<file path="src/rtl/serial_subtractor.sv">
// Bit-serial subtractor: minuend - subtrahend, one bit per debounced button
// press, LSB first. Switches and the step button are active-low and pass
// through 2-flop synchronizers; LEDs are active-low.
// Optional feature macro: SERIAL_SUB_DEBOUNCE_EN compiles in the step-button
// debounce counter. When undefined the synchronized button level is used as-is.
module serial_subtractor #(
  parameter int WIDTH           = 4,
  parameter int DEBOUNCE_CYCLES = 500000
) (
  input  logic             clk,
  input  logic             rst_n,
  input  logic             s1,
  input  logic             s2,
  input  logic             step_n,
  output logic [WIDTH+1:0] led
);

  localparam int CW = $clog2(WIDTH + 1);

  if (WIDTH < 2 || WIDTH > 16 || DEBOUNCE_CYCLES < 1) begin : g_param_check
    $error("serial_subtractor: WIDTH must be 2..16 and DEBOUNCE_CYCLES >= 1");
  end

  typedef enum logic [1:0] {IDLE, RUN, DONE} state_t;

  logic [1:0] s1_sync_q, s1_sync_d;
  logic [1:0] s2_sync_q, s2_sync_d;
  logic [1:0] step_sync_q, step_sync_d;
  logic       db;
  logic       db_prev_q, db_prev_d;
  logic       press;

  state_t           state_q, state_d;
  logic [WIDTH-1:0] diff_q, diff_d;
  logic             borrow_q, borrow_d;
  logic [CW-1:0]    cnt_q, cnt_d;
  logic             a, b, d, borrow_next;

  // Synchronizer shift stages and previous debounced level for edge detect
  always_comb begin
    s1_sync_d   = {s1_sync_q[0], s1};
    s2_sync_d   = {s2_sync_q[0], s2};
    step_sync_d = {step_sync_q[0], step_n};
    db_prev_d   = db;
  end

  // Synchronizer and edge-detect registers; released (1) out of reset
  always_ff @(posedge clk) begin
    if (!rst_n) begin
      s1_sync_q   <= '1;
      s2_sync_q   <= '1;
      step_sync_q <= '1;
      db_prev_q   <= 1'b1;
    end else begin
      s1_sync_q   <= s1_sync_d;
      s2_sync_q   <= s2_sync_d;
      step_sync_q <= step_sync_d;
      db_prev_q   <= db_prev_d;
    end
  end

`ifdef SERIAL_SUB_DEBOUNCE_EN
  localparam int DBW = (DEBOUNCE_CYCLES > 1) ? $clog2(DEBOUNCE_CYCLES) : 1;

  logic           db_q, db_d;
  logic [DBW-1:0] db_cnt_q, db_cnt_d;

  // Accept a new button level only after it has differed for DEBOUNCE_CYCLES
  always_comb begin
    db_d     = db_q;
    db_cnt_d = '0;
    if (step_sync_q[1] != db_q) begin
      if (db_cnt_q == DBW'(DEBOUNCE_CYCLES - 1)) begin
        db_d = step_sync_q[1];
      end else begin
        db_cnt_d = db_cnt_q + 1'b1;
      end
    end
  end

  // Debounced level and stability counter
  always_ff @(posedge clk) begin
    if (!rst_n) begin
      db_q     <= 1'b1;
      db_cnt_q <= '0;
    end else begin
      db_q     <= db_d;
      db_cnt_q <= db_cnt_d;
    end
  end

  assign db = db_q;
`else
  assign db = step_sync_q[1];
`endif

  // Press is the 1 -> 0 transition of the debounced level
  assign press = db_prev_q & ~db;

  // Serial full-subtractor cell on the synchronized switch levels
  always_comb begin
    a           = ~s1_sync_q[1];
    b           = ~s2_sync_q[1];
    d           = a ^ b ^ borrow_q;
    borrow_next = (~a & b) | (~a & borrow_q) | (b & borrow_q);
  end

  // Next state and datapath update: capture in IDLE/RUN, clear out of DONE
  always_comb begin
    state_d  = state_q;
    diff_d   = diff_q;
    borrow_d = borrow_q;
    cnt_d    = cnt_q;
    unique case (state_q)
      IDLE, RUN: begin
        if (press) begin
          diff_d   = {d, diff_q[WIDTH-1:1]};
          borrow_d = borrow_next;
          cnt_d    = cnt_q + 1'b1;
          state_d  = (cnt_q == CW'(WIDTH - 1)) ? DONE : RUN;
        end
      end
      DONE: begin
        if (press) begin
          diff_d   = '0;
          borrow_d = 1'b0;
          cnt_d    = '0;
          state_d  = IDLE;
        end
      end
      default: state_d = IDLE;
    endcase
  end

  // State and datapath registers
  always_ff @(posedge clk) begin
    if (!rst_n) begin
      state_q  <= IDLE;
      diff_q   <= '0;
      borrow_q <= 1'b0;
      cnt_q    <= '0;
    end else begin
      state_q  <= state_d;
      diff_q   <= diff_d;
      borrow_q <= borrow_d;
      cnt_q    <= cnt_d;
    end
  end

  assign led = {~(state_q == DONE), ~borrow_q, ~diff_q};

endmodule

</file>
<file path="config.mk">
export PLATFORM = sky130hd
export DESIGN_NAME = serial_subtractor
export DESIGN_NICKNAME = d
export VERILOG_FILES = /design/src/rtl/serial_subtractor.sv
export SDC_FILE = /design/constraint.sdc
export NUM_CORES = 1
export LEC_CHECK = 0
export BUFFER_PORTS_ARGS = -buffer_cell sky130_fd_sc_hd__buf_2
export CORE_UTILIZATION = 45
export DETAILED_ROUTE_END_ITERATION = 8
export GPL_ROUTABILITY_DRIVEN = 0
export GPL_TIMING_DRIVEN = 0
export PLACE_DENSITY = 0.72
export SLEW_MARGIN = 20
export SYNTH_ARGS = -nofsm -noshare
export SYNTH_HDL_FRONTEND = slang
export SYNTH_SLANG_ARGS = --single-unit
</file>
<file path="constraint.sdc">
create_clock -name clk -period 1.1 [get_ports clk]
set_input_delay 0.055 -clock clk [delete_from_list [all_inputs] [get_ports clk]]
set_output_delay 0.055 -clock clk [all_outputs]
set_load 0.05 [all_outputs]
</file>
==> impl_metrics.csv <==
group,metric,value,unit
logic_synthesis,synth_nets,63,
logic_synthesis,synthMuxAreaShare,1.78,%
logic_synthesis,syn_area_per_cell,11.5,um^2
route,vias,402,
timing,relSlewSlack,76.6,%
logic_synthesis,synth-seq-cells,17,
logic_synthesis,synth-simple-area-share,18.2,%
timing,finalCriticalPeriod,1.09,ns
floorplanning,design.core.area,1300,um^2
global_routing,antenna_found_initial,0,
floorplanning,io_pins,11,
final_layout,num_antenna_cells,0,
floorplanning,fp.dieW,39.5,um
global_routing,grtUsageTotal,14.2,%
logic_synthesis,synth_top_cell_area_share,53.9,%
hold_path,hp-class,"input pin to flip-flop",
route,viasPerCell,4.62,
placement,port_buffers,10,
clocking,path_clk_slew,0.09,ns
logic_synthesis,synth.distinct_cells,19,
timing,finalSetupViolCount,0,
floorplanning,die_h,39.5,um
timing,rsz0062_at_grt,"yes",
timing,max_freq,0.917,GHz
critical_path,r2r_slack,0.009,ns
clocking,clockRootBuffer,"clkbuf_4",
route,drt_iter0_markers,5,
logic_synthesis,post_synth_xor_area_fraction,0,%
logic_synthesis,synth_warnings,0,
floorplanning,die_area,1560,um^2
hold_path,worstHoldPathCells,3,
power,p_total,1.03,mW
final_layout,final_common_cell,"dfxtp_1",
timing,period_share,99.2,%
route,wl_per_cell,10.5,um
global_routing,grt_max_degree,11,
logic_synthesis,synth_cells,55,
logic_synthesis,synth_top_family_by_area,"simple AND/OR/NAND/NOR gates",
critical_path,crit_type,"flip-flop to flip-flop",
timing,hold_viol,0,
final_layout,drive_gt1_share,36.1,%
power,vdd_drop_max,0.886,mV
critical_path,crit_required,1.27,ns
critical_path,end_kind,"flip-flop",
route,first_pass_iters,4,
final_layout,nNetsFinal,81,
clocking,htreeDepth,1,
run_status,outcome,"complete, no violations",
global_routing,gr-total-overflow,0,
clocking,cts.sinks,17,
placement,placedCellCount,80,
global_routing,grt_pass1_wl,1390,um
logic_synthesis,synth_area_leader_cell,"dfxtp_1",
critical_path,slowest_stage,"dfxtp_2",
power,powerDensity,1290,nW/um^2
logic_synthesis,syn_area,632,um^2
route,antenna_left,0,
clocking,clockBufferDepth,2,
global_routing,grt_pass1_vias,324,
timing,worst_slew_pin_slew,0.352,ns
critical_path,r2r_cells,5,
route,drc_errors,0,
critical_path,crit_fanout,2,
critical_path,startpoint_type,"flip-flop",
final_layout,final_cells,87,
logic_synthesis,yosys-top-cells-area,"dfxtp_1 54%, nand2b_1 7.9%, a22o_1 6.9%",
job,cap_violations,0,
power,p_leak,0.314,nW
placement,post-dp-hpwl,630,um
logic_synthesis,synthAdderAreaFrac,7.13,%
clocking,clk_latency,0.28,ns
clocking,tritoncts,"built",
timing,fin_skew,0.00759,ns
final_layout,fillers,112,
floorplanning,num_rows,13,
floorplanning,start_util,48.6,%
route,routed_wl,910,um
final_layout,final_cell_mix,"12 x dfxtp_1, 9 x buf_2, 7 x inv_1, 7 x nand2b_1",
critical_path,path_common_cell,"ha_4",
timing,slew_violations,0,
logic_synthesis,seq_area_frac_synth,53.9,%
logic_synthesis,synth_compound_area_share,12.5,%
clocking,numCtsBuffers,3,
critical_path,crit_arrival,1.27,ns
critical_path,path_cells,"ha_4 -> ha_4 -> nand3b_1 -> o22ai_1 -> and2_1",
final_layout,area_growth,26.1,%
critical_path,cp_slowest_stage_delay,0.35,ns
-- cell usage after synthesis (all sizes together) --
cell	n
nor4bb	1
o2bb2ai	2
clkbuf	1
nand3b	2
nand2	1
nand2b	8
mux2	1
dfxtp	17
inv	7
o22ai	1
a21boi	1
ha	2
and3b	1
nor2	1
nor2b	1
a22o	5
buf	1
and2	1
fa	1
-- critical path: cells and delay by family, from the launching register on --
family | cells | cell delay [ns]
flops | 1 | 0.35
fa+ha+maj | 2 | 0.30
simple gates | 2 | 0.24
compound gates | 1 | 0.09
-- layer usage --
metal  up-vias  part of all wire (%)  global-route usage [%]
li1        215                     -                       -
met1       178                    48                    18.3
met2         7                    47                    18.9
met3         2                   3.5                    5.11
met4         0                   1.6                    10.3
met5         -                     0                       0
-- through the flow --
step	hold WS (ns)	worst slack (ns)	utilization [%]	setup TNS, ns	cell area [um^2]
final	0.209	0.00909	61.3	0	797
after CTS	0.199	0.00542	59.5	0	774
after floorplan	0.156	0.0292	-	0	634
after global routing	0.196	-0.0829	61.3	-0.122	797
after detailed placement	0.237	-0.0414	54.0	-0.0909	703
after global placement	0.238	-0.0211	54.0	-0.0390	703
-- sequential cells by signal, summed over array words and instances, names as in the netlist --
name,count
borrow_q,1
cnt_q,3
db_prev_q,1
diff_q,4
s1_sync_q,2
s2_sync_q,2
state_q,2
step_sync_q,2
-- cell families (layout without fill, tap and decap cells) --
logic type / after synthesis / count (layout)
DFF: 17 / 17
and+or+nand+nor: 16 / 16
AOI/OAI and AO/OA: 9 / 9
buffers and inverters: 9 / 26
adders and majority gates: 3 / 3
muxes: 1 / 1
-- where the power goes --
part | internal (mW) | leakage, nW | switching (mW)
Sequential | 0.633 | 0.139 | 0.00896
Clock | 0.141 | 0.0150 | 0.173
Combinational | 0.0390 | 0.159 | 0.0318
Total | 0.813 | 0.314 | 0.214
-- repair_timing --
item / 4_1_cts / 5_1_grt
hold buffers: 3 / 0
resized for setup: 8 / 3
hold endpoints to repair: 3 / 0
pin swaps: 4 / 1
setup endpoints to repair: 8 / 3
buffers inserted: 1 / 0
-- cell type report --
type | count | area (um^2) | share of cell area (%)
Timing Repair Buffer | 14 | 90.1 | 11.3
Multi-Input combinational cell | 29 | 285 | 35.8
Buffer | 1 | 3.75 | 0.471
Inverter | 7 | 26.3 | 3.30
Clock buffer | 4 | 26.3 | 3.30
Tap cell | 15 | 18.8 | 2.35
Sequential cell | 17 | 347 | 43.5
-- worst paths after layout --
path | start | to
max | cnt_q[1] | state_q[1]
min | rst_n | diff_q[3]
max reg2reg | cnt_q[1] | state_q[1]
min reg2reg | step_sync_q[0] | step_sync_q[1]
No activity file was read; power rests on OpenSTA's default activity.
